--- src/rtl/mul16_share_arb.sv ---
// ---------------------------------------------------------------------------
// mul16_share_arb
//
// Shares one pipelined 16x16 multiplier among N_REQ requesters. A
// combinational round-robin arbiter grants one requester per cycle. The
// granted operands are registered onto mul_a/mul_b. A tag pipeline, matched
// to the multiplier latency, carries {valid, id} for each operation, so each
// product can be returned on one tagged response bus.
//
// Parameters
//   N_REQ    number of requesters (2..8)
//   MUL_LAT  cycles from operands on mul_a/mul_b to product on mul_result
//
// Ports
//   clk, rst_n       clock (rising edge), asynchronous active-low reset
//   req_valid[i]     requester i has an operation pending
//   req_a, req_b     flattened operands; requester i uses [16i+15:16i]
//   req_ready        one-hot grant (zero while hold or reset is asserted)
//   hold             stop accepting; in-flight operations still complete
//   mul_a, mul_b     registered operands to the shared multiplier
//   mul_result       product from the shared multiplier
//   rsp_valid        one-cycle strobe per completed operation
//   rsp_id, rsp_data requester index and product of that operation
//   idle             nothing in flight and no response pending
//
// Optional feature, enabled by defining MUL16_ARB_PERF_EN:
//   perf_issue_cnt   handshakes accepted (wraps modulo 2^32)
//   perf_stall_cnt   cycles with a pending request but no handshake
// ---------------------------------------------------------------------------
module mul16_share_arb #(
    parameter int N_REQ   = 4,
    parameter int MUL_LAT = 6
) (
    input  logic                     clk,
    input  logic                     rst_n,
    input  logic [N_REQ-1:0]         req_valid,
    input  logic [N_REQ*16-1:0]      req_a,
    input  logic [N_REQ*16-1:0]      req_b,
    output logic [N_REQ-1:0]         req_ready,
    input  logic                     hold,
    output logic [15:0]              mul_a,
    output logic [15:0]              mul_b,
    input  logic [31:0]              mul_result,
    output logic                     rsp_valid,
    output logic [$clog2(N_REQ)-1:0] rsp_id,
    output logic [31:0]              rsp_data,
`ifdef MUL16_ARB_PERF_EN
    output logic                     idle,
    output logic [31:0]              perf_issue_cnt,
    output logic [31:0]              perf_stall_cnt
`else
    output logic                     idle
`endif
);

    localparam int ID_W = $clog2(N_REQ);

    typedef struct packed {
        logic            vld;
        logic [ID_W-1:0] id;
    } tag_t;

    logic [ID_W-1:0] last_grant;
    logic [N_REQ-1:0] grant;
    logic [ID_W-1:0] grant_id;
    logic [ID_W-1:0] cand;
    logic            found;
    logic            hs;
    logic            any_tag;

    logic [15:0] op_a [N_REQ];
    logic [15:0] op_b [N_REQ];

    // The issue tag sits alongside mul_a/mul_b. The MUL_LAT stages behind it
    // put the last stage in the same cycle as the matching mul_result.
    tag_t issue_tag;
    tag_t tag_pipe [MUL_LAT];

    always_comb begin
        for (int i = 0; i < N_REQ; i++) begin
            op_a[i] = req_a[16*i +: 16];
            op_b[i] = req_b[16*i +: 16];
        end
    end

    // Round-robin search that starts just after the last granted requester.
    always_comb begin
        // NOTE: every combinational output gets a default before any branch,
        // so no path through the block leaves a value unassigned (no latch).
        grant    = '0;
        grant_id = '0;
        cand     = '0;
        found    = 1'b0;
        for (int k = 0; k < N_REQ; k++) begin
            cand = ID_W'((int'(last_grant) + 1 + k) % N_REQ);
            if (!found && req_valid[cand]) begin
                grant[cand] = 1'b1;
                grant_id    = cand;
                found       = 1'b1;
            end
        end
    end

    assign req_ready = (hold || !rst_n) ? '0 : grant;
    assign hs        = |(req_valid & req_ready);

    always_comb begin
        any_tag = issue_tag.vld;
        for (int k = 0; k < MUL_LAT; k++) begin
            any_tag = any_tag | tag_pipe[k].vld;
        end
    end

    always_ff @(posedge clk or negedge rst_n) begin
        if (!rst_n) begin
            mul_a      <= '0;
            mul_b      <= '0;
            last_grant <= ID_W'(N_REQ - 1);
            issue_tag  <= '0;
            // NOTE: the tag pipe is a short shift register, so it is reset
            // like any other state. Clearing its valids is what discards
            // in-flight products, because the multiplier itself has no reset.
            for (int k = 0; k < MUL_LAT; k++) begin
                tag_pipe[k] <= '0;
            end
            rsp_valid  <= 1'b0;
            rsp_id     <= '0;
            rsp_data   <= '0;
            idle       <= 1'b1;
        end else begin
            // NOTE: state is updated with non-blocking assignments, so every
            // register here samples values from before the edge.
            if (hs) begin
                mul_a      <= op_a[grant_id];
                mul_b      <= op_b[grant_id];
                last_grant <= grant_id;
            end
            issue_tag   <= '{vld: hs, id: grant_id};
            tag_pipe[0] <= issue_tag;
            for (int k = 1; k < MUL_LAT; k++) begin
                tag_pipe[k] <= tag_pipe[k-1];
            end
            rsp_valid <= tag_pipe[MUL_LAT-1].vld;
            if (tag_pipe[MUL_LAT-1].vld) begin
                rsp_id   <= tag_pipe[MUL_LAT-1].id;
                rsp_data <= mul_result;
            end
            idle <= !(hs || any_tag || rsp_valid);
        end
    end

`ifdef MUL16_ARB_PERF_EN
    always_ff @(posedge clk or negedge rst_n) begin
        if (!rst_n) begin
            perf_issue_cnt <= '0;
            perf_stall_cnt <= '0;
        end else begin
            if (hs) begin
                perf_issue_cnt <= perf_issue_cnt + 32'd1;
            end
            if (|req_valid && !hs) begin
                perf_stall_cnt <= perf_stall_cnt + 32'd1;
            end
        end
    end
`endif

endmodule

--- config.mk ---
export PLATFORM = sky130hd
export DESIGN_NAME = mul16_share_arb
export DESIGN_NICKNAME = d
export VERILOG_FILES = /design/src/rtl/mul16_share_arb.sv
export SDC_FILE = /design/constraint.sdc
export NUM_CORES = 1
export LEC_CHECK = 0
export BUFFER_PORTS_ARGS = -buffer_cell sky130_fd_sc_hd__buf_4
export CORE_ASPECT_RATIO = 0.6
export CORE_MARGIN = 4
export CORE_UTILIZATION = 47
export DETAILED_ROUTE_END_ITERATION = 10
export PLACE_DENSITY = 0.81
export SYNTH_ARGS = -nofsm -noshare
export SYNTH_HDL_FRONTEND = slang
export SYNTH_SLANG_ARGS = --single-unit
--- constraint.sdc ---
create_clock -name clk -period 4 [get_ports clk]
set_input_delay 0.2 -clock clk [delete_from_list [all_inputs] [get_ports clk]]
set_output_delay 0.2 -clock clk [all_outputs]
set_load 0.005 [all_outputs]
==> metrics.txt <==
leakage power=3.64 nW; Clock Tree Buf Depth=2; crit path max fanout=25; Die Y=87.3 um; TritonCTS clock tree=yes; Setup crit start kind=flip-flop; Hold EP=rsp_data[20]; die footprint=12200 um^2; Routed Antenna Nets=0; Yosys reg bits=91; area of the multi-input gates=2430 um^2; Worst Hold Slack=0.0922 ns; clock network power share=14.4%; CORE AREA=10000 um^2; post-layout util=71.0%; Hold Path Depth=2; Critical Path RT=4.26 ns; most common cell after layout, fill and taps aside=buf_4; RSZ-0062 raised after global routing=false; initial antenna violation count=0; fillers=761; IO Count=239; final hold viol count=0; min-delay src=mul_result[20]; Post-synth EDFFs=0; Final Net Count=795; Net Count, Synth=560; Psw=2.06 mW; layout cell share with drive strength beyond 1=59.4%; ys async rst share=100%; sequential share of power=28.0%; Mapped Cells=386; initial DRC count=80; initial core utilization=49.2%; buffers added on ports=238; most frequent cells in the layout=244 x buf_4, 88 x dfrtp_1, 67 x mux2i_1, 48 x mux2_2, 39 x nand2_1; post-synthesis cell area=4920 um^2; Clock transition at path regs=0.07 ns; GPL Wtd Cong=0.858; kind of critical path=reg2reg; Logic pwr share=57.6%; WL final=13.3 mm; Slew @ Worst Pin=0.931 ns; Worst R2R End=mul_a[10]; via-per-instance ratio=5.16; vias in the first global route=4266; global-route wire length before repair=20.9 mm; register area=2280 um^2; status=finished clean; CTS root buffer=clkbuf_16; crit share post-route=83.7%; final setup vio count=0; Post-synth top flop=dfrtp_1; Max-Cap Viols=0; critical path endpoint category=flip-flop; Setup Total Neg Slack=0 ns; Max Freq=299 MHz; r2r worst-path depth=7; crit path DAT=3.61 ns; FF-to-FF Start=last_grant[1]; clk_skew=0.00665 ns; Compound-Gate Fraction of Synth Area=9.53%; peak supply drop=0.395 mV; DR pass1 iterations=4; largest net degree at the start of global routing=69; DIE WIDTH=140 um; via count=3923; TritonCTS Buffers=9; total power=5.71 mW; Simple-Gate Fraction of Synth Area=5.82%; Pwr per Cell Area=802 nW/um^2; row count=28; # H-tree levels=3; number of library cell types mapped by synthesis=43; DRC=0; Seq/Total Area, Yosys=46.3%; max_slew headroom=37.8%; post-synthesis mux area share=31.9%; main combinational cell family by area after synthesis=multiplexers; post-synthesis adder-cell area fraction=1.78%; Clock Latency Late Sink=0.34 ns; grt total ovfl=0; number of diodes=0; post-synthesis xor/xnor area fraction=0%; Critical Path Source=last_grant[1]; Area Growth Syn to Fin=44.4%; GR Util All Layers=21.5%; switch share=36.1%; Synth Area per Inst=12.8 um^2; cell-internal power=3.65 mW; Syn. warnings=0; Final HPWL DP=10.7 mm; reg2reg setup slack=0.65 ns; Clock Sinks=91; Final Max Slew Viols=0; drt wl/cell=17.5 um; Worst Hold Class=in2reg; Final min period=3.35 ns
-- power groups by stage --
stage | logic [mW] | registers, mW | clock network, mW
final | 3.29 | 1.60 | 0.823
after global routing | 3.55 | 1.65 | 0.888
after CTS | 3.33 | 1.60 | 0.847
after detailed placement | 3.32 | 1.61 | 0
after global placement | 3.21 | 1.58 | 0
after floorplan | 2.30 | 1.59 | 0
-- sequential cells by signal, indices dropped and copies added (netlist names) --
register,cells
last_grant,2
mul_b,16
rsp_data,32
idle,1
tag_pipe,18
issue_tag,3
rsp_valid,1
mul_a,16
rsp_id,2
-- worst max path at each step --
| stage | to | slack [ns] |
|---|---|---|
| global placement | mul_a[11] | 0.74 |
| floorplan | mul_a[0] | 1.03 |
| CTS | mul_a[10] | 0.62 |
| global route | mul_a[6] | 0.44 |
| finish | mul_a[10] | 0.65 |
| detailed placement | mul_a[6] | 0.63 |
-- stage by stage --
step	instances	setup slack [ns]	area [um^2]
2_1_floorplan	386	1.03	4920
3_3_place_gp	744	0.743	6810
3_5_place_dp	744	0.633	6810
4_1_cts	761	0.618	7110
5_1_grt	761	0.437	7110
6_report	761	0.651	7110
-- logic make-up after synthesis --
family,count (synthesis)
flops,91
mux,138
buf+inv,33
simple gates,62
fa+ha+maj,7
compound gates,55
-- critical path: stages (launching register included) --
cell and delay, ns:
dfstp_2 0.58, inv_1 0.10, ha_1 0.37, mux4_2 0.50, o41ai_4 0.94, buf_12 0.30, mux2_2 0.37, o21ai_2 0.11
-- metal layers --
| metal | vias to the layer above | track usage, % | part of all wire, % |
|---|---|---|---|
| met4 | 0 | 4.22 | 0.68 |
| met5 | - | 0 | 0 |
| li1 | 1867 | - | - |
| met1 | 1883 | 25.9 | 40 |
| met3 | 9 | 8.28 | 8.8 |
| met2 | 164 | 37.4 | 50 |
-- layout make-up --
class                           instances  share of cell area (%)
Clock inverter                          6                   0.774
Multi-Input combinational cell        262                    34.2
Sequential cell                        91                    32.1
Tap cell                              135                    2.38
Clock buffer                           10                    3.36
Inverter                                9                   0.475
Timing Repair Buffer                  248                    26.7
-- cell usage after synthesis (all sizes together), types with 2 or more instances --
library cell	n	area (um^2)
dfrtp	88	2200
mux2	69	856
mux2i	67	671
nand2	39	146
o21ai	36	289
buf	21	184
inv	9	33.8
ha	7	87.6
nor2	6	22.5
a21oi	4	27.5
clkbuf	3	11.3
dfstp	3	78.8
nor4	3	18.8
a22o	2	17.5
a32oi	2	17.5
mux4	2	45.0
nand2b	2	12.5
nor2b	2	12.5
nor3	2	10.0
nor3b	2	15.0
o221ai	2	17.5
-- timing repair --
action / 4_1_cts / 5_1_grt
endpoints found under the hold margin: 23 / 0
hold buffers: 1 / 0
setup buffers: 0 / 0
resized for setup: 0 / 0
(Power assumes the default switching activity.)
